==> src/rtl/rect_sbox_seq.sv <==
// rect_sbox_seq -- column sequencer for the 3-share masked RECTANGLE S-box layer.
//
// Feeds the NCOL four-bit columns of a shared state, one per cycle, into an
// external pipelined masked S-box datapath of fixed latency SBOX_LAT. It then
// scatters the returned output shares back into three state words and pulses
// done when the layer is complete.
//
// Build option: define RAND_REFRESH_EN to add the rnd port. Each issued column
// is then remasked with one fresh byte before it leaves the block.
//
// Ports:
//   clk, rst              clock, synchronous active-high reset
//   start                 begin a layer (honoured in IDLE only)
//   s1, s2, s3            input shares; row r = bits [NCOL*r +: NCOL], column j = bit j
//   rnd                   refresh byte per issued column (RAND_REFRESH_EN only)
//   sb_a..sb_d, sb_vld    issued column, rows 0..3, shares [3:1]
//   sb_q1..sb_q3          returned column shares, bit r = row r
//   o1, o2, o3            output shares, same layout as inputs
//   busy, done            layer in progress / one-cycle completion pulse
module rect_sbox_seq #(
  parameter int NCOL     = 16,
  parameter int SBOX_LAT = 2
) (
  input  logic                clk,
  input  logic                rst,
  input  logic                start,
  input  logic [4*NCOL-1:0]   s1,
  input  logic [4*NCOL-1:0]   s2,
  input  logic [4*NCOL-1:0]   s3,
`ifdef RAND_REFRESH_EN
  input  logic [7:0]          rnd,
`endif
  output logic [2:0]          sb_a,
  output logic [2:0]          sb_b,
  output logic [2:0]          sb_c,
  output logic [2:0]          sb_d,
  output logic                sb_vld,
  input  logic [3:0]          sb_q1,
  input  logic [3:0]          sb_q2,
  input  logic [3:0]          sb_q3,
  output logic [4*NCOL-1:0]   o1,
  output logic [4*NCOL-1:0]   o2,
  output logic [4*NCOL-1:0]   o3,
  output logic                busy,
  output logic                done
);

  localparam int CW = (NCOL > 1) ? $clog2(NCOL) : 1;
  localparam logic [CW-1:0] LAST = CW'(NCOL - 1);

  localparam logic [1:0] IDLE  = 2'd0;
  localparam logic [1:0] FEED  = 2'd1;
  localparam logic [1:0] DRAIN = 2'd2;
  localparam logic [1:0] DONE  = 2'd3;

  logic [1:0]                st;
  logic [CW-1:0]             cnt;
  // Row-major views so a column is simply [row][cnt].
  logic [3:0][NCOL-1:0]      in1, in2, in3;
  logic [3:0][NCOL-1:0]      o1_r, o2_r, o3_r;

  // Stage 0 is the issue cycle; stage SBOX_LAT lines up with sb_q*.
  logic [SBOX_LAT:1]          vld_q;
  logic [SBOX_LAT:1][CW-1:0]  idx_q;
  logic [SBOX_LAT:0]          vld_pipe;
  logic [SBOX_LAT:0][CW-1:0]  idx_pipe;

  logic [3:0][2:0]           col;
  logic [3:0]                r1, r2;

`ifdef RAND_REFRESH_EN
  assign r1 = rnd[3:0];
  assign r2 = rnd[7:4];
`else
  assign r1 = '0;
  assign r2 = '0;
`endif

  // Remasking keeps share1^share2^share3 unchanged: r1 ^ r2 ^ (r1^r2) = 0.
  for (genvar r = 0; r < 4; r++) begin : g_row
    assign col[r] = {in3[r][cnt] ^ r1[r] ^ r2[r],
                     in2[r][cnt] ^ r2[r],
                     in1[r][cnt] ^ r1[r]};
  end

  assign sb_vld = (st == FEED);
  assign sb_a   = sb_vld ? col[0] : 3'b0;
  assign sb_b   = sb_vld ? col[1] : 3'b0;
  assign sb_c   = sb_vld ? col[2] : 3'b0;
  assign sb_d   = sb_vld ? col[3] : 3'b0;

  assign vld_pipe = {vld_q, sb_vld};
  assign idx_pipe = {idx_q, cnt};

  assign busy = (st != IDLE);
  assign done = (st == DONE);
  assign o1   = o1_r;
  assign o2   = o2_r;
  assign o3   = o3_r;

  always_ff @(posedge clk) begin
    if (rst) begin
      st    <= IDLE;
      cnt   <= '0;
      in1   <= '0;
      in2   <= '0;
      in3   <= '0;
      o1_r  <= '0;
      o2_r  <= '0;
      o3_r  <= '0;
      vld_q <= '0;
      idx_q <= '0;
    end else begin
      vld_q <= vld_pipe[SBOX_LAT-1:0];
      idx_q <= idx_pipe[SBOX_LAT-1:0];

      case (st)
        IDLE: if (start) begin
          in1  <= s1;
          in2  <= s2;
          in3  <= s3;
          cnt  <= '0;
          o1_r <= '0;
          o2_r <= '0;
          o3_r <= '0;
          st   <= FEED;
        end
        // Counter parks on the last column rather than wrapping.
        FEED: if (cnt == LAST) st <= DRAIN;
              else             cnt <= cnt + 1'b1;
        // Leave once the last column's return is being captured this cycle.
        DRAIN: if (vld_pipe[SBOX_LAT] && idx_pipe[SBOX_LAT] == LAST) st <= DONE;
        DONE:  st <= IDLE;
        default: st <= IDLE;
      endcase

      // Capture is driven purely by the tracking pipe, independent of st.
      if (vld_pipe[SBOX_LAT]) begin
        for (int r = 0; r < 4; r++) begin
          o1_r[r][idx_pipe[SBOX_LAT]] <= sb_q1[r];
          o2_r[r][idx_pipe[SBOX_LAT]] <= sb_q2[r];
          o3_r[r][idx_pipe[SBOX_LAT]] <= sb_q3[r];
        end
      end
    end
  end

endmodule

==> config.mk <==
export PLATFORM = sky130hd
export DESIGN_NAME = rect_sbox_seq
export DESIGN_NICKNAME = d
export VERILOG_FILES = /design/src/rtl/rect_sbox_seq.sv
export SDC_FILE = /design/constraint.sdc
export NUM_CORES = 1
export LEC_CHECK = 0
export CAP_MARGIN = 5
export CORE_ASPECT_RATIO = 0.9
export CORE_MARGIN = 3
export CORE_UTILIZATION = 53
export CTS_CLUSTER_DIAMETER = 30
export DETAILED_ROUTE_END_ITERATION = 10
export PLACE_DENSITY = 0.86
export SETUP_SLACK_MARGIN = 0.3
export SYNTH_ARGS = -nofsm -noshare
export SYNTH_HDL_FRONTEND = slang
export SYNTH_SLANG_ARGS = --single-unit
==> constraint.sdc <==
create_clock -name clk -period 5.4 [get_ports clk]
set_input_delay 1.08 -clock clk [delete_from_list [all_inputs] [get_ports clk]]
set_output_delay 1.08 -clock clk [all_outputs]
set_load 0.05 [all_outputs]
---- Word-level counts from Yosys, hierarchy flattened ----
Index checks and enable logic that the tools add are counted.
storage, ports and cells
  bits in registers ....................... 400
  bits of input ports ..................... 207
  output and inout bits ................... 207
cells by class
  add/subtract/negate cells ............... 1
  order comparisons ....................... 3
  equal/unequal tests ..................... 9
  mux-type cells .......................... 61
  reduce and logical (&&, ||, !) cells .... 8
operators with widths
  operator                                              number
  two-way mux 64 bit                                    12
  bitwise mux 16 bit                                    12
  binary-select mux 1 bit (select 4 bit)                12
  two-way mux 1 bit                                     13
  two-way mux 3 bit                                     4
  < comparator 4 x 5 -> 1 bit (second input constant)   2
  equality test 4 bit (second input constant)           2
  two-way mux 4 bit                                     2
  one-hot mux 2 bit (4 select lines)                    1
  one-hot mux 4 bit (2 select lines)                    1
  two-way mux 2 bit                                     3
  != test 2 bit (second input constant)                 3
  AND reduction 3 bit                                   2
  adder 4 x 1 -> 4 bit (second input constant)          1
  demux 1 bit (select 4 bit)                            1
  equality test 2 bit (second input constant)           2
  >= comparator 4 x 1 -> 1 bit (second input constant)  1
  nonzero test 2 bit                                    2
  equality test 2 x 1 -> 1 bit (second input constant)  1
  logical AND 1 bit                                     2
  logical NOT 2 bit                                     1
  != test 2 x 1 -> 1 bit (second input constant)        1
  AND reduction 2 bit                                   1

---- Longest topological paths before layout ----
  depth after elaboration ................. 6
  mapped depth ............................ 8
  gate-level depth less buffers ........... 6

---- Worst setup path after synthesis ----
OpenSTA, ideal clock, no wires.
  kind .................................... flip-flop to output port
  from .................................... register st[1]
  to ...................................... output port sb_d[1]
  arrival time ............................ 2903 ps
  slack ................................... 1417 ps
  cell stages (with the launch flop) ...... 8
  buffers on the path ..................... 2
  cells stage by stage .................... dfxtp_1 > inv_1 > ha_1 > buf_2 > nor2b_1 > clkbuf_1 > nand3_1 > o21ai_0
on the way
  cells in the longest elaborated chain, start to end .. 2
RTL lines
  element                       RTL line  RTL
  start, declared               56        logic [1:0] st;
  start signal, assigned        103       st <= IDLE;
  start signal, assigned        126       st <= FEED;
  start signal, assigned        129       FEED: if (cnt == LAST) st <= DRAIN;
  equality test 2 x 1 -> 1 bit  86        assign sb_vld = (st == FEED);
  net sb_vld                    37        output logic sb_vld,
  two-way mux 3 bit             90        assign sb_d = sb_vld ? col[3] : 3'b0;
  end, declared                 36        output logic [2:0] sb_d,
The timed path passes the listed nets, and every way through them passes these cells.

---- Worst setup path in the final report ----
  from .................................... register cnt[2]
  to ...................................... output port sb_d[1]
on the way
  cells in the longest elaborated chain, start to end .. 3
RTL lines
  element                                  RTL line  RTL
  start, declared                          57        logic [CW-1:0] cnt;
  start signal, assigned                   130       else cnt <= cnt + 1'b1;
  binary-select mux 1 bit (select 4 bit)   82        in2[r][cnt] ^ r2[r],
  two-way mux 1 bit (implied by the code)  82
  two-way mux 3 bit                        90
Every way passes these cells. The select of a mux whose other input is x is not followed.

==> impl_metrics.env <==
export IMPL_clock_latency_ns=0.57
export IMPL_setup_viol=0
export IMPL_ys_ff_latch=400
export IMPL_rows=59
export IMPL_path_class="reg2out"
export IMPL_hold_viol=0
export IMPL_crit_family="buffers and inverters"
export IMPL_antenna_found_initial=10
export IMPL_grt_overflow=0
export IMPL_endpoint_kind="output port"
export IMPL_syn_area_per_cell_um2=8.117
export IMPL_die_h_um=170.2
export IMPL_yosys_warnings=0
export IMPL_r2r_start="st[0]"
export IMPL_period_share_pct=79.94
export IMPL_ctsResizeCount=0
export IMPL_met3_usage_pct=8.877
export IMPL_syn_num_nets=2168
export IMPL_r2r_cells=6
export IMPL_ys_seq_area_share_pct=50.46
export IMPL_min_period_ns=4.317
export IMPL_postSynthCellCount=1955
export IMPL_cts_htree_levels=3
export IMPL_ctsHoldBuffers=0
export IMPL_area_delta_synth_final_pct=41.59
export IMPL_min_to="idx_pipe[10]"
export IMPL_utilization_pct=76.86
export IMPL_place_gp_congestion=0.8585
export IMPL_hp_class="reg2reg"
export IMPL_syn_area_mm2=0.01587
export IMPL_synth_distinct_cells=35
export IMPL_placed_cells=2595
export IMPL_avgRoutedWirePerCell_um=20.81
export IMPL_cp_required_ns=4.32
export IMPL_vias_per_cell=5.969
export IMPL_track_usage_pct=33.15
export IMPL_finalNonFillerCells=2739
export IMPL_synth_area_leaders="dfxtp_1 50%, nand2_1 14%, a21oi_1 12%"
export IMPL_final_common_cell="nand2_1"
export IMPL_grt_pass1_wl_um=84230
export IMPL_cts_tree="done"
export IMPL_ant_nets=0
export IMPL_postCtsSetupBuffers=0
export IMPL_hold_depth=1
export IMPL_synth_edf_count=0
export IMPL_portBuffers=413
export IMPL_fin_area_mm2=0.02247
export IMPL_clk_pin_slew_ns=0.05
export IMPL_cts_buffer_depth=3
export IMPL_drc=0
export IMPL_cts_made_buffers=72
export IMPL_die_x_um=188.4
export IMPL_grt_pass1_vias=15551
export IMPL_grt_max_degree=142
export IMPL_ir_worst_vdd_uv=314.0
export IMPL_rsz0062_at_grt="no"
export IMPL_busiest_layer="met2"
export IMPL_drive_above_1_share_pct=8.483
export IMPL_startpoint_type="flip-flop"
export IMPL_vias=16348
export IMPL_r2r_end="o2[35]"
export IMPL_top_level_ports=414
export IMPL_arrival_ns=3.24
export IMPL_grt_use_met2_pct=53.56
export IMPL_path_buf_inv=3
export IMPL_synth_async_reset_ratio_pct=0
export IMPL_path_max_fanout=27
export IMPL_p_leak_nw=7.804
export IMPL_use_met1_pct=39.85
export IMPL_relSlewSlack_pct=2.101
export IMPL_dr_first_iter_drc_count=1851
export IMPL_tightestPinTransition_ns=1.463
export IMPL_status="completed"
export IMPL_max_freq_mhz=231.7
export IMPL_critical_path_most_common_cell="buf_4"
export IMPL_initial_core_util_pct=54.28
export IMPL_synthFlopType="dfxtp_1"
export IMPL_tns_ns=0
export IMPL_drv_cap=0
export IMPL_crit_chain="buf_4, nor2b_1, buf_4, a22oi_1, o211ai_1, o21ai_0, clkdlybuf4s50_1"
export IMPL_place_area_mm2=0.01995
export IMPL_ff2ff_setup_slack_ns=2.60
export IMPL_synth_top_area_share_pct=50.46
export IMPL_worst_path_max_delay_cell="clkdlybuf4s50_1"
export IMPL_holdWs_ns=0.4395
export IMPL_skew_ns=0.01307
export IMPL_drv_slew=0
export IMPL_hpwl_um=36340
export IMPL_crit_path_max_incr_delay_ns=0.86
export IMPL_layout_common_cells="592 x nand2_1, 401 x clkdlybuf4s50_1, 398 x dfxtp_1, 392 x a21oi_1, 202 x nand3_1"
export IMPL_core_mm2=0.02923
export IMPL_power_density_mw_per_mm2=436.6
export IMPL_die_area_mm2=0.03206
export IMPL_num_nets_final=2487
export IMPL_yosysTopAreaCell="dfxtp_1"
export IMPL_drtPass1Iterations=7
export IMPL_cts_sinks=400
export IMPL_hold_path_startpoint="idx_pipe[6]"
export IMPL_root_buffer="clkbuf_16"
export IMPL_drt_wl_total_um=57010
## per-stage QoR
step           total power [W]  setup WS (ns)
6_report              0.009811          1.083
4_1_cts               0.009793          1.106
3_3_place_gp          0.005213          1.698
2_1_floorplan         0.004717          1.417
5_1_grt                0.01014         0.9540
3_5_place_dp          0.005277          1.726
## registers in the layout, indices dropped and copies added, names as in the netlist
name,count
o3,64
st,2
in2,64
o1,64
cnt,4
in1,64
o2,64
vld_q,2
in3,64
idx_pipe,8
## synth_stat cells, drive strengths merged (2+ instances only)
library cell  number
a21o               2
a21oi            392
a221o             11
a22o              11
a22oi             12
and2               4
and3              13
and3b              2
buf               30
clkbuf           157
dfxtp            400
ha                 6
inv                5
mux2i             27
mux4              35
nand2            593
nand2b             3
nand3            202
nand3b             3
nor2              16
nor2b             14
nor3               6
o21ai              4
## how the worst max path moves through the flow
stage	depth (start not counted)	endpoint	slack, ns	startpoint
after global placement	7	sb_d[1]	1.70	cnt[2]
final	7	sb_d[1]	1.08	cnt[2]
after global routing	7	sb_d[1]	0.95	cnt[2]
after floorplan	7	sb_d[1]	1.42	st[1]
after CTS	7	sb_d[1]	1.11	cnt[2]
after detailed placement	7	sb_d[1]	1.73	cnt[2]
## where the power goes
part | internal (W) | total [W] | switching [W]
Clock | 0.00290 | 0.00453 | 0.00163
Sequential | 0.00324 | 0.00346 | 0.000219
Combinational | 0.000665 | 0.00182 | 0.00115
## worst reg2reg max path: cells and delay by family (launching register included)
family	cells	cell delay [ns]
adders and majority gates	1	0.32
and+or+nand+nor	2	1.14
DFF	1	0.38
buffers and inverters	2	0.64
AOI/OAI and AO/OA	1	0.22
## routing by layer
layer	vias up	share of wire (%)
met1	7752	36
met4	4	6.6
li1	7283	-
met5	-	0.046
met2	1063	46
met3	246	11
## cell families (layout without fill, tap and decap cells)
| family | Yosys count | in the layout | share of synthesized area, % |
|---|---|---|---|
| DFF | 400 | 400 | 50.46 |
| buffers and inverters | 192 | 571 | 5.015 |
| muxes | 62 | 62 | 6.670 |
| and+or+nand+nor | 859 | 859 | 22.73 |
| AOI/OAI and AO/OA | 436 | 436 | 14.65 |
| adders and majority gates | 6 | 6 | 0.4731 |
| other | 0 | 9 | 0 |
## area by class of cell
| class | count | area [um2] |
|---|---|---|
| Fill cell | 1915 | 6764 |
| Inverter | 5 | 18.77 |
| Antenna cell | 9 | 22.52 |
| Sequential cell | 400 | 8013 |
| Multi-Input combinational cell | 1363 | 7076 |
| Timing Repair Buffer | 432 | 4358 |
| Clock inverter | 46 | 544.3 |
| Tap cell | 396 | 495.5 |
| Clock buffer | 88 | 1942 |
(Power assumes the default switching activity.)
